$ cat src/rtl/objects_mux_n_if.sv
// Pixel bus between the drawing objects / game logic and the priority mux.
// Carries the per-layer requests and colours in, and the registered pixel and game state out.
interface objects_mux_n_if #(
   parameter int NUM_LAYERS = 8,
   parameter int RGB_W      = 8
);
   localparam int SEL_W = $clog2(NUM_LAYERS + 1);

   // No backpressure on this bus: each drawing request acts as a per-pixel valid
   // that is consumed on every clk edge; the mux is always ready.
   logic [NUM_LAYERS-1:0]       layerDR;
   logic [NUM_LAYERS*RGB_W-1:0] layerRGB;
   logic [NUM_LAYERS-1:0]       layerMask;
   logic [RGB_W-1:0]            backGroundRGB;
   logic                        screenDR;
   logic [RGB_W-1:0]            screenRGB;
   logic                        gameover;
   logic                        restart;
   logic                        startOfFrame;
   logic [RGB_W-1:0]            RGBOut;
   logic [SEL_W-1:0]            layerSel;
   logic [1:0]                  gameState;

   modport master (
      output layerDR, layerRGB, layerMask, backGroundRGB,
      output screenDR, screenRGB, gameover, restart, startOfFrame,
      input  RGBOut, layerSel, gameState
   );

   modport slave (
      input  layerDR, layerRGB, layerMask, backGroundRGB,
      input  screenDR, screenRGB, gameover, restart, startOfFrame,
      output RGBOut, layerSel, gameState
   );
endinterface

$ cat src/rtl/objects_mux_n.sv
// N-layer priority video mux with a PLAY -> FLASH -> SCREEN game-over sequencer.
// One cycle of latency from sampled layer inputs to RGBOut/layerSel.
module objects_mux_n #(
   parameter int               NUM_LAYERS   = 8,
   parameter int               RGB_W        = 8,
   parameter int               FLASH_FRAMES = 60,
   parameter int               FLASH_PERIOD = 8,
   parameter logic [RGB_W-1:0] FLASH_RGB    = {RGB_W{1'b1}}
) (
   input  logic            clk,
   input  logic            reset,
   objects_mux_n_if.slave  bus
);
   localparam int SEL_W = $clog2(NUM_LAYERS + 1);
   localparam int FC_W  = $clog2(FLASH_FRAMES + 1);
   localparam int PC_W  = $clog2(FLASH_PERIOD + 1);

   localparam logic [SEL_W-1:0] SEL_NONE    = SEL_W'(NUM_LAYERS);
   localparam logic [FC_W-1:0]  FRAME_LAST  = FC_W'(FLASH_FRAMES - 1);
   localparam logic [PC_W-1:0]  PERIOD_LAST = PC_W'(FLASH_PERIOD - 1);

   typedef enum logic [1:0] {
      ST_PLAY   = 2'd0,
      ST_FLASH  = 2'd1,
      ST_SCREEN = 2'd2
   } state_e;

   state_e           state_q, state_d;
   logic [FC_W-1:0]  frame_q, frame_d;
   logic [PC_W-1:0]  period_q, period_d;
   logic             flash_q, flash_d;
   logic [RGB_W-1:0] rgb_q, rgb_d;
   logic [SEL_W-1:0] sel_q, sel_d;

   logic             win_hit;
   logic [SEL_W-1:0] win_idx;
   logic [RGB_W-1:0] win_rgb;

   // Scan from the lowest priority up so the lowest enabled index is left standing.
   always_comb begin
      win_hit = 1'b0;
      win_idx = SEL_NONE;
      win_rgb = '0;
      for (int i = NUM_LAYERS - 1; i >= 0; i--) begin
         if (bus.layerDR[i] && bus.layerMask[i]) begin
            win_hit = 1'b1;
            win_idx = SEL_W'(i);
            win_rgb = bus.layerRGB[i*RGB_W +: RGB_W];
         end
      end
   end

   always_comb begin
      state_d  = state_q;
      frame_d  = frame_q;
      period_d = period_q;
      flash_d  = flash_q;
      rgb_d    = win_hit ? win_rgb : bus.backGroundRGB;
      sel_d    = win_idx;

      case (state_q)
         ST_PLAY: begin
            frame_d  = '0;
            period_d = '0;
            flash_d  = 1'b1;
            if (bus.gameover) begin
               state_d = ST_FLASH;
            end
         end

         ST_FLASH: begin
            // Only object pixels flash; the background keeps its own colour.
            if (win_hit && flash_q) begin
               rgb_d = FLASH_RGB;
            end
            if (bus.startOfFrame) begin
               if (frame_q == FRAME_LAST) begin
                  state_d = ST_SCREEN;
               end else begin
                  frame_d = frame_q + FC_W'(1);
               end
               if (period_q == PERIOD_LAST) begin
                  period_d = '0;
                  flash_d  = ~flash_q;
               end else begin
                  period_d = period_q + PC_W'(1);
               end
            end
         end

         ST_SCREEN: begin
            rgb_d    = bus.screenDR ? bus.screenRGB : bus.backGroundRGB;
            sel_d    = SEL_NONE;
            frame_d  = '0;
            period_d = '0;
            flash_d  = 1'b1;
            if (bus.restart) begin
               state_d = ST_PLAY;
            end
         end

         default: begin
            state_d  = ST_PLAY;
            frame_d  = '0;
            period_d = '0;
            flash_d  = 1'b1;
         end
      endcase
   end

   always_ff @(posedge clk) begin
      if (reset) begin
         state_q  <= ST_PLAY;
         frame_q  <= '0;
         period_q <= '0;
         flash_q  <= 1'b1;
         rgb_q    <= '0;
         sel_q    <= SEL_NONE;
      end else begin
         state_q  <= state_d;
         frame_q  <= frame_d;
         period_q <= period_d;
         flash_q  <= flash_d;
         rgb_q    <= rgb_d;
         sel_q    <= sel_d;
      end
   end

   assign bus.RGBOut    = rgb_q;
   assign bus.layerSel  = sel_q;
   assign bus.gameState = state_q;
endmodule

$ cat src/flat_wrapper.sv
// flat-port wrapper written by rule: the top's interface ports become plain ports
module objects_mux_n_flat 
#(
   parameter int               NUM_LAYERS   = 8,
   parameter int               RGB_W        = 8,
   parameter int               FLASH_FRAMES = 60,
   parameter int               FLASH_PERIOD = 8,
   parameter logic [RGB_W-1:0] FLASH_RGB    = {RGB_W{1'b1}}
)
  (clk, reset, bus_layerDR, bus_layerRGB, bus_layerMask, bus_backGroundRGB, bus_screenDR, bus_screenRGB, bus_gameover, bus_restart, bus_startOfFrame, bus_RGBOut, bus_layerSel, bus_gameState);
  objects_mux_n_if #(.NUM_LAYERS(NUM_LAYERS), .RGB_W(RGB_W)) bus_i ();
  input  logic clk;
  input  logic reset;
  input wire logic [$bits(bus_i.layerDR)-1:0] bus_layerDR;
  input wire logic [$bits(bus_i.layerRGB)-1:0] bus_layerRGB;
  input wire logic [$bits(bus_i.layerMask)-1:0] bus_layerMask;
  input wire logic [$bits(bus_i.backGroundRGB)-1:0] bus_backGroundRGB;
  input wire logic [$bits(bus_i.screenDR)-1:0] bus_screenDR;
  input wire logic [$bits(bus_i.screenRGB)-1:0] bus_screenRGB;
  input wire logic [$bits(bus_i.gameover)-1:0] bus_gameover;
  input wire logic [$bits(bus_i.restart)-1:0] bus_restart;
  input wire logic [$bits(bus_i.startOfFrame)-1:0] bus_startOfFrame;
  output wire logic [$bits(bus_i.RGBOut)-1:0] bus_RGBOut;
  output wire logic [$bits(bus_i.layerSel)-1:0] bus_layerSel;
  output wire logic [$bits(bus_i.gameState)-1:0] bus_gameState;
  assign bus_i.layerDR = bus_layerDR;
  assign bus_i.layerRGB = bus_layerRGB;
  assign bus_i.layerMask = bus_layerMask;
  assign bus_i.backGroundRGB = bus_backGroundRGB;
  assign bus_i.screenDR = bus_screenDR;
  assign bus_i.screenRGB = bus_screenRGB;
  assign bus_i.gameover = bus_gameover;
  assign bus_i.restart = bus_restart;
  assign bus_i.startOfFrame = bus_startOfFrame;
  assign bus_RGBOut = bus_i.RGBOut;
  assign bus_layerSel = bus_i.layerSel;
  assign bus_gameState = bus_i.gameState;
  objects_mux_n #(.NUM_LAYERS(NUM_LAYERS), .RGB_W(RGB_W), .FLASH_FRAMES(FLASH_FRAMES), .FLASH_PERIOD(FLASH_PERIOD), .FLASH_RGB(FLASH_RGB)) u_core (.clk(clk), .reset(reset), .bus(bus_i));
endmodule
$ cat config.mk
export PLATFORM = sky130hd
export DESIGN_NAME = objects_mux_n_flat
export DESIGN_NICKNAME = d
export VERILOG_FILES = /design/src/rtl/objects_mux_n_if.sv /design/src/rtl/objects_mux_n.sv /design/src/flat_wrapper.sv
export SDC_FILE = /design/constraint.sdc
export NUM_CORES = 1
export LEC_CHECK = 0
export ABC_AREA = 1
export BUFFER_PORTS_ARGS = -buffer_cell sky130_fd_sc_hd__buf_2
export CAP_MARGIN = 10
export CORE_ASPECT_RATIO = 1.75
export CORE_MARGIN = 2
export CORE_UTILIZATION = 41
export DETAILED_ROUTE_END_ITERATION = 10
export PLACE_DENSITY = 0.8
export SYNTH_ARGS = -nofsm -noshare
export SYNTH_HDL_FRONTEND = slang
export SYNTH_SLANG_ARGS = --single-unit
$ cat constraint.sdc
create_clock -name clk -period 1.6 [get_ports clk]
set_clock_uncertainty 0.15 [all_clocks]
set_input_delay 0.16 -clock clk [delete_from_list [all_inputs] [get_ports clk]]
set_output_delay 0.16 -clock clk [all_outputs]
set_load 0.05 [all_outputs]
======== After elaboration in Yosys (flattened, before gate mapping) ========
Cells that the tools add are included.
word-level totals
  output and inout bits ................... 14
  input port bits ......................... 102
  flip-flop bits (word level) ............. 25
cells by class
  multiplexer cells ....................... 34
  reduce and logical (&&, ||, !) cells .... 18
  add/subtract/negate cells ............... 2
  bitwise logic cells ..................... 3
  eq/ne operators ......................... 8
operators by type and width
  cell                                            number
  two-way mux 8 bit                               11
  two-way mux 4 bit                               9
  case mux 8 bit (2 select lines)                 1
  logical AND 1 bit                               9
  two-way mux 1 bit                               8
  two-way mux 2 bit                               4
  adder 6 x 1 -> 6 bit (second input constant)    1
  == test 6 bit (second input constant)           1
  != test 2 bit (second input constant)           3
  case mux 2 bit (3 select lines)                 1
  OR reduction 6 bit                              1
  adder 4 x 1 -> 4 bit (second input constant)    1
  == test 4 x 3 -> 1 bit (second input constant)  1
  AND reduction 2 bit                             2
  AND reduction 4 bit                             1
  OR reduction 2 bit                              2
  OR reduction 4 bit                              1
  inverter 1 bit                                  3
  OR reduction 3 bit                              1
  == test 2 x 1 -> 1 bit (second input constant)  1
  == test 2 bit (second input constant)           1
  zero test 2 bit                                 1
  != test 2 x 1 -> 1 bit (second input constant)  1

======== Longest topological paths before layout ========
Gate-level depths: netlist of run 1.
  word-level depth ........................ 12
  depth in mapped cells ................... 13
  gate-level depth less buffers ........... 13

======== Worst setup path before layout of run 1 ========
OpenSTA, ideal clock, no wires.
  path kind ............................... flip-flop to flip-flop
  start ................................... register u_core.state_q[0], in the netlist u_core.bus.gameState[0]
  end ..................................... register u_core.rgb_q[5], in the netlist u_core.bus.RGBOut[5]
  buffers on the path ..................... 2
  data required time ...................... 1331 ps
  stages on the path, launching flop included .. 8
  setup slack ............................. -458 ps
  data arrival time ....................... 1788 ps
  cells stage by stage .................... dfxtp_1 > inv_1 > ha_1 > clkbuf_1 > clkbuf_1 > nand2_1 > o21ai_0 > a21oi_1
on the way
  word-level cells in the longest chain between the ends .. 2
  elaborated cells on any way between the ends .. 3
ends and longest elaborated chain
  what                                                            RTL line              RTL
  start, declared                                                 objects_mux_n.sv:28   state_e state_q, state_d;
  start signal, assigned                                          objects_mux_n.sv:120  state_q <= state_d;
  == test 2 bit / == test 2 x 1 -> 1 bit (equally long branches)  objects_mux_n.sv:61   case (state_q)
  case mux 8 bit (2 select lines) (*)                             objects_mux_n.sv:61
  end signal, assigned                                            objects_mux_n.sv:124  rgb_q <= rgb_d;
  end, declared                                                   objects_mux_n.sv:32   logic [RGB_W-1:0] rgb_q, rgb_d;
Every way passes the cells marked *; elsewhere a longest branch is shown, timed or not.
A chain may end at the register's enable or synchronous reset.

======== Worst setup path after layout of run 1 ========
  start ................................... register u_core.frame_q[0]
  end ..................................... register u_core.frame_q[4]
on the way
  word-level cells in the longest chain between the ends .. 3
  elaborated cells on any way between the ends .. 4
ends and longest elaborated chain
  what                                                          RTL line              RTL
  start, declared                                               objects_mux_n.sv:29   logic [FC_W-1:0] frame_q, frame_d;
  start signal, assigned                                        objects_mux_n.sv:121  frame_q <= frame_d;
  branches (longest 3 deep; another with adder 6 x 1 -> 6 bit)  -
Several ways; the timed one is not identified.

==> run metrics, run 1 <==
critical path fanouts, max=6; multiplexer area fraction after synthesis=0%; type of the worst setup path=register to register; area of the multi-input gates=1410 um^2; post-DP HPWL=5560 um; slowest stage delay, CP=0.34 ns; final hold violation count=0; HP Start=bus_startOfFrame; Seq pwr share=27.0%; Pwr Density=1120 nW/um^2; met2 WL=3570 um; initial antenna violation count=0; sw power=1.55 mW; endpoints failing setup=0; post-DR wirelength/cell=12.1 um; clock power share=12.2%; Hold Crit Class=input pin to register; # rows=34; Fmax achieved=0.649 GHz; Comb pwr share=60.8%; Net Sw Frac=48.2%; Seq cells post-synth=25; final count of pins violating max slew=0; routed wire length=6550 um; top-area cell type share of the netlist area=24.0%; Pleak=1.63 nW; Reg clk slew, reported paths=0.09 ns; post-layout util=58.2%; Clock Latency Late Sink=0.28 ns; commonest non-fill, non-tap cell in the layout=nand2_1; complex-gate fraction of the synthesized area=17.0%; Area Growth Syn to Fin=37.9%; Max VDD drop=0.000864 V; Setup TNS=0 ns; Final Critical Period=1.54 ns; Critical path buffers and inverters=0; Ant. Diodes=0; sequential share of the synthesized area=24.0%; DRT met1 WL=2300 um; hold path endpoint=u_core.period_q[1]; Via Count=2651; reg2reg path depth=7; status=completed; post-route ant nets=0; r2r setup slk=0.06 ns; area share of fa/ha/maj cells after synthesis=3.00%; DRC Markers=0; first-pass GRT wire length=10700 um; drt pass-1 iters=4; I/O Buffers=115; slowest stage cell, crit path=dfxtp_2; starting density of the core=42.2%; r2r startpoint=u_core.frame_q[0]; H-tree depth=1; max layer used=met4; Cell Area, Placed=2770 um^2; cell family with most CP delay=simple AND/OR/NAND/NOR gates; Worst Hold Depth=3; die width=57.9 um; Worst-Margin Slew=0.327 ns; clk sink count=25; GR Util All Layers=23.3%; register area=512 um^2; placeable core area=4930 um^2; post-route cell area=2870 um^2; maxcap violations=0; dpl cells=536; Synth Area in XOR/XNOR=0.421%; synthesized net count=474; TritonCTS clock tree=yes; io pins=116; CTS root buffer=clkbuf_8; die area=5690 um^2; Crit path arrival time=1.56 ns; Non-Filler Instances=541; WL met3=492 um; synthesized cell area=2080 um^2; Worst Setup End Kind=register; P_int=1.67 mW; Hold Buf Count CTS=0; Final Total Pwr=3.22 mW; cell taking the most area after synthesis=dfxtp_1; drt via density=4.90; ranking of synthesized cells by area=dfxtp_1 (24%), nand2_1 (21%), nor2_1 (9.7%), inv_1 (7.0%), a21oi_1 (6.5%); CP startpoint kind=register; Slew headroom=78.0%; Initial DRC Count=112; Fillers=513; simple-gate share of the synthesized area=44.8%; CTS max path bufs=2; Final Wtd Congestion=0.859; CP cell instances=ha_1 -> nand4_1 -> nand2_2 -> nor2_1 -> nand2_1 -> nor3_1 -> nor3_2; RR Endpoint=u_core.frame_q[4]; Mapped Cells=367; cts bufs inserted=3; Required @ worst endpoint=1.62 ns; Syn Area/Cell=5.67 um^2; NumNets Final=595; Yosys cell types=28; Die Y=98.3 um; commonest cells after routing, fill and taps aside=nand2_1 (117), buf_2 (115), nor2_1 (53); vias in the first global route=2685; main combinational cell family by area after synthesis=simple AND/OR/NAND/NOR gates; largest net degree at the start of global routing=17; final worst-path cycle share=96.3%; share of layout cells above drive strength 1=34.7%; Syn. warnings=0; total congestion overflow=0
[worst max path at each step]
| stage | start | end | slack [ns] | cells past startpoint |
|---|---|---|---|---|
| 4_1_cts | u_core.bus.gameState[0] | u_core.bus.RGBOut[2] | 0.05 | 10 |
| 3_5_place_dp | u_core.bus.gameState[0] | u_core.bus.RGBOut[2] | -0.007 | 10 |
| 5_1_grt | u_core.bus.gameState[0] | u_core.bus.RGBOut[5] | -0.03 | 8 |
| 2_1_floorplan | u_core.bus.gameState[0] | u_core.bus.RGBOut[3] | 0.0007 | 8 |
| 6_report | u_core.frame_q[0] | u_core.frame_q[4] | 0.06 | 7 |
| 3_3_place_gp | u_core.bus.gameState[0] | u_core.bus.RGBOut[1] | 0.07 | 10 |
[synthesized netlist by cell type]
| cell | instances |
|---|---|
| a21oi_1 | 27 |
| a31oi_1 | 8 |
| buf_2 | 5 |
| buf_4 | 1 |
| buf_6 | 1 |
| clkbuf_1 | 2 |
| clkinv_1 | 1 |
| dfxtp_1 | 25 |
| ha_1 | 5 |
| inv_1 | 39 |
| inv_2 | 6 |
| nand2_1 | 118 |
| nand2_2 | 5 |
| nand2_4 | 7 |
| nand3_1 | 12 |
| nand4_1 | 1 |
| nor2_1 | 54 |
| nor2_4 | 3 |
| nor3_1 | 8 |
| nor3_2 | 1 |
| nor3b_1 | 1 |
| nor4_1 | 1 |
| o21a_1 | 1 |
| o21ai_0 | 21 |
| o21ai_1 | 10 |
| o22ai_1 | 1 |
| or2_2 | 2 |
| xor2_1 | 1 |
[area by class of cell]
class / instances / area share, %
repair inverters: 1 / 0.262
repair buffers: 124 / 22.8
clock inverters: 1 / 0.218
inverters: 46 / 6.10
flip-flops and latches: 25 / 17.8
well taps: 54 / 2.35
multi-input cells: 287 / 49.0
clock buffers: 3 / 1.44
[flip-flops by register name, indices dropped and copies added, names as in the netlist]
name,cells
u_core.bus.RGBOut,8
u_core.frame_q,6
u_core.bus.layerSel,4
u_core.period_q,4
u_core.bus.gameState,2
u_core.flash_q,1
[power groups by stage]
| stage | Clock (mW) | Combinational, mW | Sequential [mW] |
|---|---|---|---|
| after CTS | 0.413 | 1.86 | 0.868 |
| after global routing | 0.422 | 2.14 | 0.885 |
| final | 0.394 | 1.95 | 0.869 |
| after global placement | 0 | 1.82 | 0.877 |
| after detailed placement | 0 | 1.85 | 0.883 |
| after floorplan | 0 | 0.885 | 1.35 |
[routing by layer]
layer | global-route usage (%) | vias to the layer above
li1 | - | 1397
met4 | 11.3 | 0
met5 | 0 | -
met2 | 46.7 | 123
met1 | 21.7 | 1114
met3 | 2.78 | 17
[worst reg2reg max path: stages, from the launching register on]
cell	delay [ns]
dfxtp_2	0.34
ha_1	0.20
nand4_1	0.13
nand2_2	0.11
nor2_1	0.13
nand2_1	0.09
nor3_1	0.22
nor3_2	0.07
[kinds of logic (layout without fill, tap and decap cells)]
kind of cell / after synthesis / after routing
buf+inv: 55 / 175
fa+ha+maj: 5 / 5
xor+xnor: 1 / 1
simple gates: 213 / 213
flops: 25 / 25
compound gates: 68 / 68
[stage by stage]
step / setup slack [ns] / hold WS (ns)
6_report: 0.0585 / 0.0288
5_1_grt: -0.0307 / 0.0322
3_5_place_dp: -0.00683 / 0.320
3_3_place_gp: 0.0662 / 0.309
2_1_floorplan: 0.000661 / 0.150
4_1_cts: 0.0474 / 0.0120
[what timing repair did]
item | CTS | global route
setup buffers | 0 | 0
gates cloned | 0 | 1
endpoints found under the setup margin | 5 | 13
pin swaps | 0 | 1
resized for setup | 1 | 12
(Power assumes the default switching activity.)
==> inputs of run 2 (changes only) <==
--- a/config.mk
+++ b/config.mk
@@ -7,12 +7,11 @@
 export LEC_CHECK = 0
 export ABC_AREA = 1
 export BUFFER_PORTS_ARGS = -buffer_cell sky130_fd_sc_hd__buf_2
-export CAP_MARGIN = 10
 export CORE_ASPECT_RATIO = 1.75
 export CORE_MARGIN = 2
-export CORE_UTILIZATION = 41
+export CORE_UTILIZATION = 35
 export DETAILED_ROUTE_END_ITERATION = 10
-export PLACE_DENSITY = 0.8
+export PLACE_DENSITY = 0.7
 export SYNTH_ARGS = -nofsm -noshare
 export SYNTH_HDL_FRONTEND = slang
 export SYNTH_SLANG_ARGS = --single-unit
==> run metrics, run 2 (synthesis results as in run 1) <==
critical path fanouts, max=15; Max VDD drop=0.000833 V; Worst Setup End Kind=register; RSZ-0062 raised after global routing=yes; die width=62.3 um; post-DR wirelength/cell=11.7 um; # rows=37; Final Total Pwr=3.20 mW; cell family with most CP delay=flip-flops; Fillers=666; Clock Latency Late Sink=0.27 ns; vias in the first global route=2642; slowest stage delay, CP=0.37 ns; drt via density=4.58; Area Growth Syn to Fin=40.3%; total congestion overflow=0; die area=6610 um^2; Required @ worst endpoint=1.63 ns; post-layout util=50.1%; Final Critical Period=1.53 ns; Reg clk slew, reported paths=0.09 ns; post-route ant nets=0; io pins=116; Critical path buffers and inverters=3; cts bufs inserted=3; Die Y=106 um; largest net degree at the start of global routing=17; Final Wtd Congestion=0.888; Hold Crit Class=input pin to register; Fmax achieved=0.653 GHz; post-DP HPWL=5710 um; GR Util All Layers=20.7%; first-pass GRT wire length=11200 um; clk sink count=25; placeable core area=5830 um^2; Ant. Diodes=0; Via Count=2605; Slew headroom=80.6%; commonest cells after routing, fill and taps aside=nand2_1 (117), buf_2 (115), nor2_1 (53); I/O Buffers=115; endpoints failing setup=0; max reg flops=8; initial antenna violation count=0; NumNets Final=599; H-tree depth=1; final hold violation count=0; slowest stage cell, crit path=dfxtp_4; CP startpoint kind=register; DP Worst Slack=0.0175 ns; DRC Markers=0; Initial DRC Count=63; routed wire length=6650 um; drt pass-1 iters=4; starting density of the core=35.7%; final setup margin=0.0697 ns; maxcap violations=0; Pwr Density=1090 nW/um^2; Worst-Margin Slew=0.289 ns; status=completed; CTS max path bufs=2; commonest non-fill, non-tap cell in the layout=nand2_1; CTS root buffer=clkbuf_8; final worst-path cycle share=95.6%; type of the worst setup path=register to register; CP cell instances=inv_2 -> ha_1 -> buf_12 -> a21oi_1 -> nand3_1 -> nand2_1 -> inv_1; share of layout cells above drive strength 1=35.0%; final count of pins violating max slew=0; Pleak=1.65 nW; Crit path arrival time=1.56 ns; TritonCTS clock tree=yes
==> run 2: metal layers <==
layer  up-vias  routed length, um  track usage (%)
li1       1407                  -                -
met1      1086               2520             20.7
met2       101               3620             42.8
met3        11                390             2.75
met4         0                115             6.35
met5         -                  0                0
==> run 2: metrics by stage <==
| step | hold WS [ns] | cell area [um^2] | TNS (ns) | cells |
|---|---|---|---|---|
| 2_1_floorplan | 0.150 | 2110 | 0 | 367 |
| 3_3_place_gp | 0.319 | 2810 | 0 | 562 |
| 3_5_place_dp | 0.325 | 2810 | 0 | 562 |
| 4_1_cts | 0.0274 | 2860 | 0 | 566 |
| 5_1_grt | 0.0396 | 2920 | -0.00439 | 569 |
| 6_report | 0.0325 | 2920 | 0 | 569 |
==> run 2: tightest hold or removal path: stages <==
cell     delay (ns)
buf_2          0.14
nand2_1        0.06
a21oi_1        0.05
==> run 2: path summary, 6_finish.rpt <==
path                                         startpoint              endpoint  slack (ns)  cells past startpoint
worst max register to register  u_core.bus.gameState[0]  u_core.bus.RGBOut[6]        0.07                      7
worst min-delay path                   bus_startOfFrame    u_core.period_q[1]        0.03                      3
worst min register to register        u_core.frame_q[0]     u_core.frame_q[0]        0.30                      1
worst max-delay path            u_core.bus.gameState[0]  u_core.bus.RGBOut[6]        0.07                      7
==> run 2: power by group <==
group | total [mW] | leakage (nW) | switching [mW] | internal [mW]
Combinational | 1.93 | 1.42 | 1.24 | 0.687
Clock | 0.390 | 0.0260 | 0.212 | 0.178
Sequential | 0.875 | 0.207 | 0.0867 | 0.788
Total | 3.20 | 1.65 | 1.54 | 1.65
==> run 2: repair_timing <==
item / CTS / global route
hold buffers: 0 / 0
setup endpoints to repair: 2 / 10
setup buffers: 0 / 2
pin swaps: 0 / 2
gates resized for setup: 1 / 12
cloned: 0 / 1
==> run 2: layout make-up <==
| class | instances | area (um^2) | share of cell area, % |
|---|---|---|---|
| repair inverters | 1 | 7.51 | 0.257 |
| multi-input cells | 287 | 1400 | 47.8 |
| well taps | 78 | 97.6 | 3.34 |
| clock buffers | 3 | 41.3 | 1.41 |
| inverters | 46 | 175 | 6.00 |
| flip-flops and latches | 25 | 510 | 17.5 |
| repair buffers | 128 | 686 | 23.5 |
| clock inverters | 1 | 6.26 | 0.214 |
==> inputs of run 3 (changes only) <==
--- a/config.mk
+++ b/config.mk
@@ -10,8 +10,10 @@
 export CORE_ASPECT_RATIO = 1.75
 export CORE_MARGIN = 2
 export CORE_UTILIZATION = 35
+export CTS_BUF_LIST = sky130_fd_sc_hd__clkbuf_16
 export DETAILED_ROUTE_END_ITERATION = 10
 export PLACE_DENSITY = 0.7
+export SLEW_MARGIN = 0
 export SYNTH_ARGS = -nofsm -noshare
 export SYNTH_HDL_FRONTEND = slang
 export SYNTH_SLANG_ARGS = --single-unit
==> run metrics, run 3 (synthesis results as in run 1) <==
Via Count=2643; share of layout cells above drive strength 1=36.3%; type of the worst setup path=register to register; max reg flops=8; post-layout util=51.1%; Clock Latency Late Sink=0.26 ns; io pins=116; r2r startpoint=u_core.bus.gameState[0]; initial antenna violation count=0; post-DR wirelength/cell=12.0 um; die area=6610 um^2; Required @ worst endpoint=1.63 ns; status=completed; Worst Hold Depth=3; Reg clk slew, reported paths=0.07 ns; clk sink count=25; maxcap violations=0; WHS=0.0491 ns; endpoints failing setup=0; TritonCTS clock tree=yes; Final Critical Period=1.54 ns; CP cell instances=buf_4 -> ha_1 -> o21ai_1 -> inv_1 -> nor2_1 -> o21ai_1 -> a21oi_1; post-route ant nets=0; Slew headroom=80.6%; DP Worst Slack=0.0175 ns; placeable core area=5830 um^2; vias in the first global route=2653; drt via density=4.64; Setup TNS=0 ns; Fmax achieved=0.650 GHz; H-tree depth=1; NumNets Final=599; cts bufs inserted=3; RR Endpoint=u_core.bus.gameState[0]; Ant. Diodes=0; Hold Crit Class=input pin to register; GR Util All Layers=20.7%; Hold Buf Count CTS=0; slowest stage cell, crit path=dfxtp_4; critical path's most frequent cell=o21ai_1; slowest stage delay, CP=0.36 ns; Fillers=655; final count of pins violating max slew=0; Pwr Density=1150 nW/um^2; hold path endpoint=u_core.period_q[1]; CP startpoint kind=register; # rows=37; final setup margin=0.0612 ns; reg2reg path depth=7; I/O Buffers=115; total congestion overflow=0; drt pass-1 iters=4; Cell Area, Placed=2810 um^2; Die Y=106 um; Crit path arrival time=1.57 ns; CTS max path bufs=2; HP Start=bus_startOfFrame; Final Total Pwr=3.43 mW; Area Growth Syn to Fin=43.3%; starting density of the core=35.7%; r2r setup slk=0.06 ns; largest net degree at the start of global routing=17; first-pass GRT wire length=11200 um; Non-Filler Instances=569; Final Wtd Congestion=0.888; Max VDD drop=0.000821 V; commonest cells after routing, fill and taps aside=nand2_1 (117), buf_2 (115), nor2_1 (54); Worst Setup End Kind=register; die width=62.3 um; commonest non-fill, non-tap cell in the layout=nand2_1; final hold violation count=0; dpl cells=562; critical path fanouts, max=4; routed wire length=6800 um; Worst-Margin Slew=0.289 ns; DRC Markers=0; final worst-path cycle share=96.2%; CTS root buffer=clkbuf_16; Pleak=1.67 nW; post-route cell area=2980 um^2; post-DP HPWL=5710 um; Initial DRC Count=79
## run 3: cell type report
| type | count | area (um^2) | area share, % |
|---|---|---|---|
| clock buffer | 3 | 75.1 | 2.52 |
| clock inverter | 1 | 6.26 | 0.210 |
| inverter | 46 | 179 | 6.00 |
| multi-input combinational | 287 | 1420 | 47.7 |
| sequential | 25 | 510 | 17.1 |
| tap | 78 | 97.6 | 3.27 |
| timing repair buffer | 128 | 686 | 23.0 |
| timing repair inverter | 1 | 7.51 | 0.252 |
## run 3: per-layer routing
layer	vias to the layer above	GRT usage, %	wire length [um]
met4	0	6.19	131
met1	1126	20.9	2580
met2	97	42.5	3700
met3	12	3.17	393
met5	-	0	0
li1	1408	-	-
## run 3: critical path, delay by kind of cell (launching register included)
family	cells	cell delay, ns
fa+ha+maj	1	0.24
simple gates	1	0.20
buf+inv	2	0.18
compound gates	3	0.33
flops	1	0.36
## run 3: where the power goes
group,total (mW),switching [mW],internal (mW)
combinational,1.98,1.28,0.701
sequential,0.875,0.0868,0.789
clock,0.576,0.235,0.341
## run 3: worst max path at each step
stage	start	end	slack [ns]	cells after the start
global route	u_core.bus.gameState[0]	u_core.bus.RGBOut[3]	-0.01	10
CTS	u_core.bus.gameState[0]	u_core.bus.RGBOut[6]	0.0004	10
global placement	u_core.bus.gameState[0]	u_core.bus.RGBOut[6]	0.05	10
floorplan	u_core.bus.gameState[0]	u_core.bus.RGBOut[3]	0.0007	8
finish	u_core.bus.gameState[0]	u_core.bus.gameState[0]	0.06	7
detailed placement	u_core.bus.gameState[0]	u_core.bus.RGBOut[6]	0.02	10
## run 3: what timing repair did
item	in CTS	in global routing
hold endpoints to repair	0	0
setup buffers	0	2
gates resized for setup	0	20
endpoints found under the setup margin	0	12
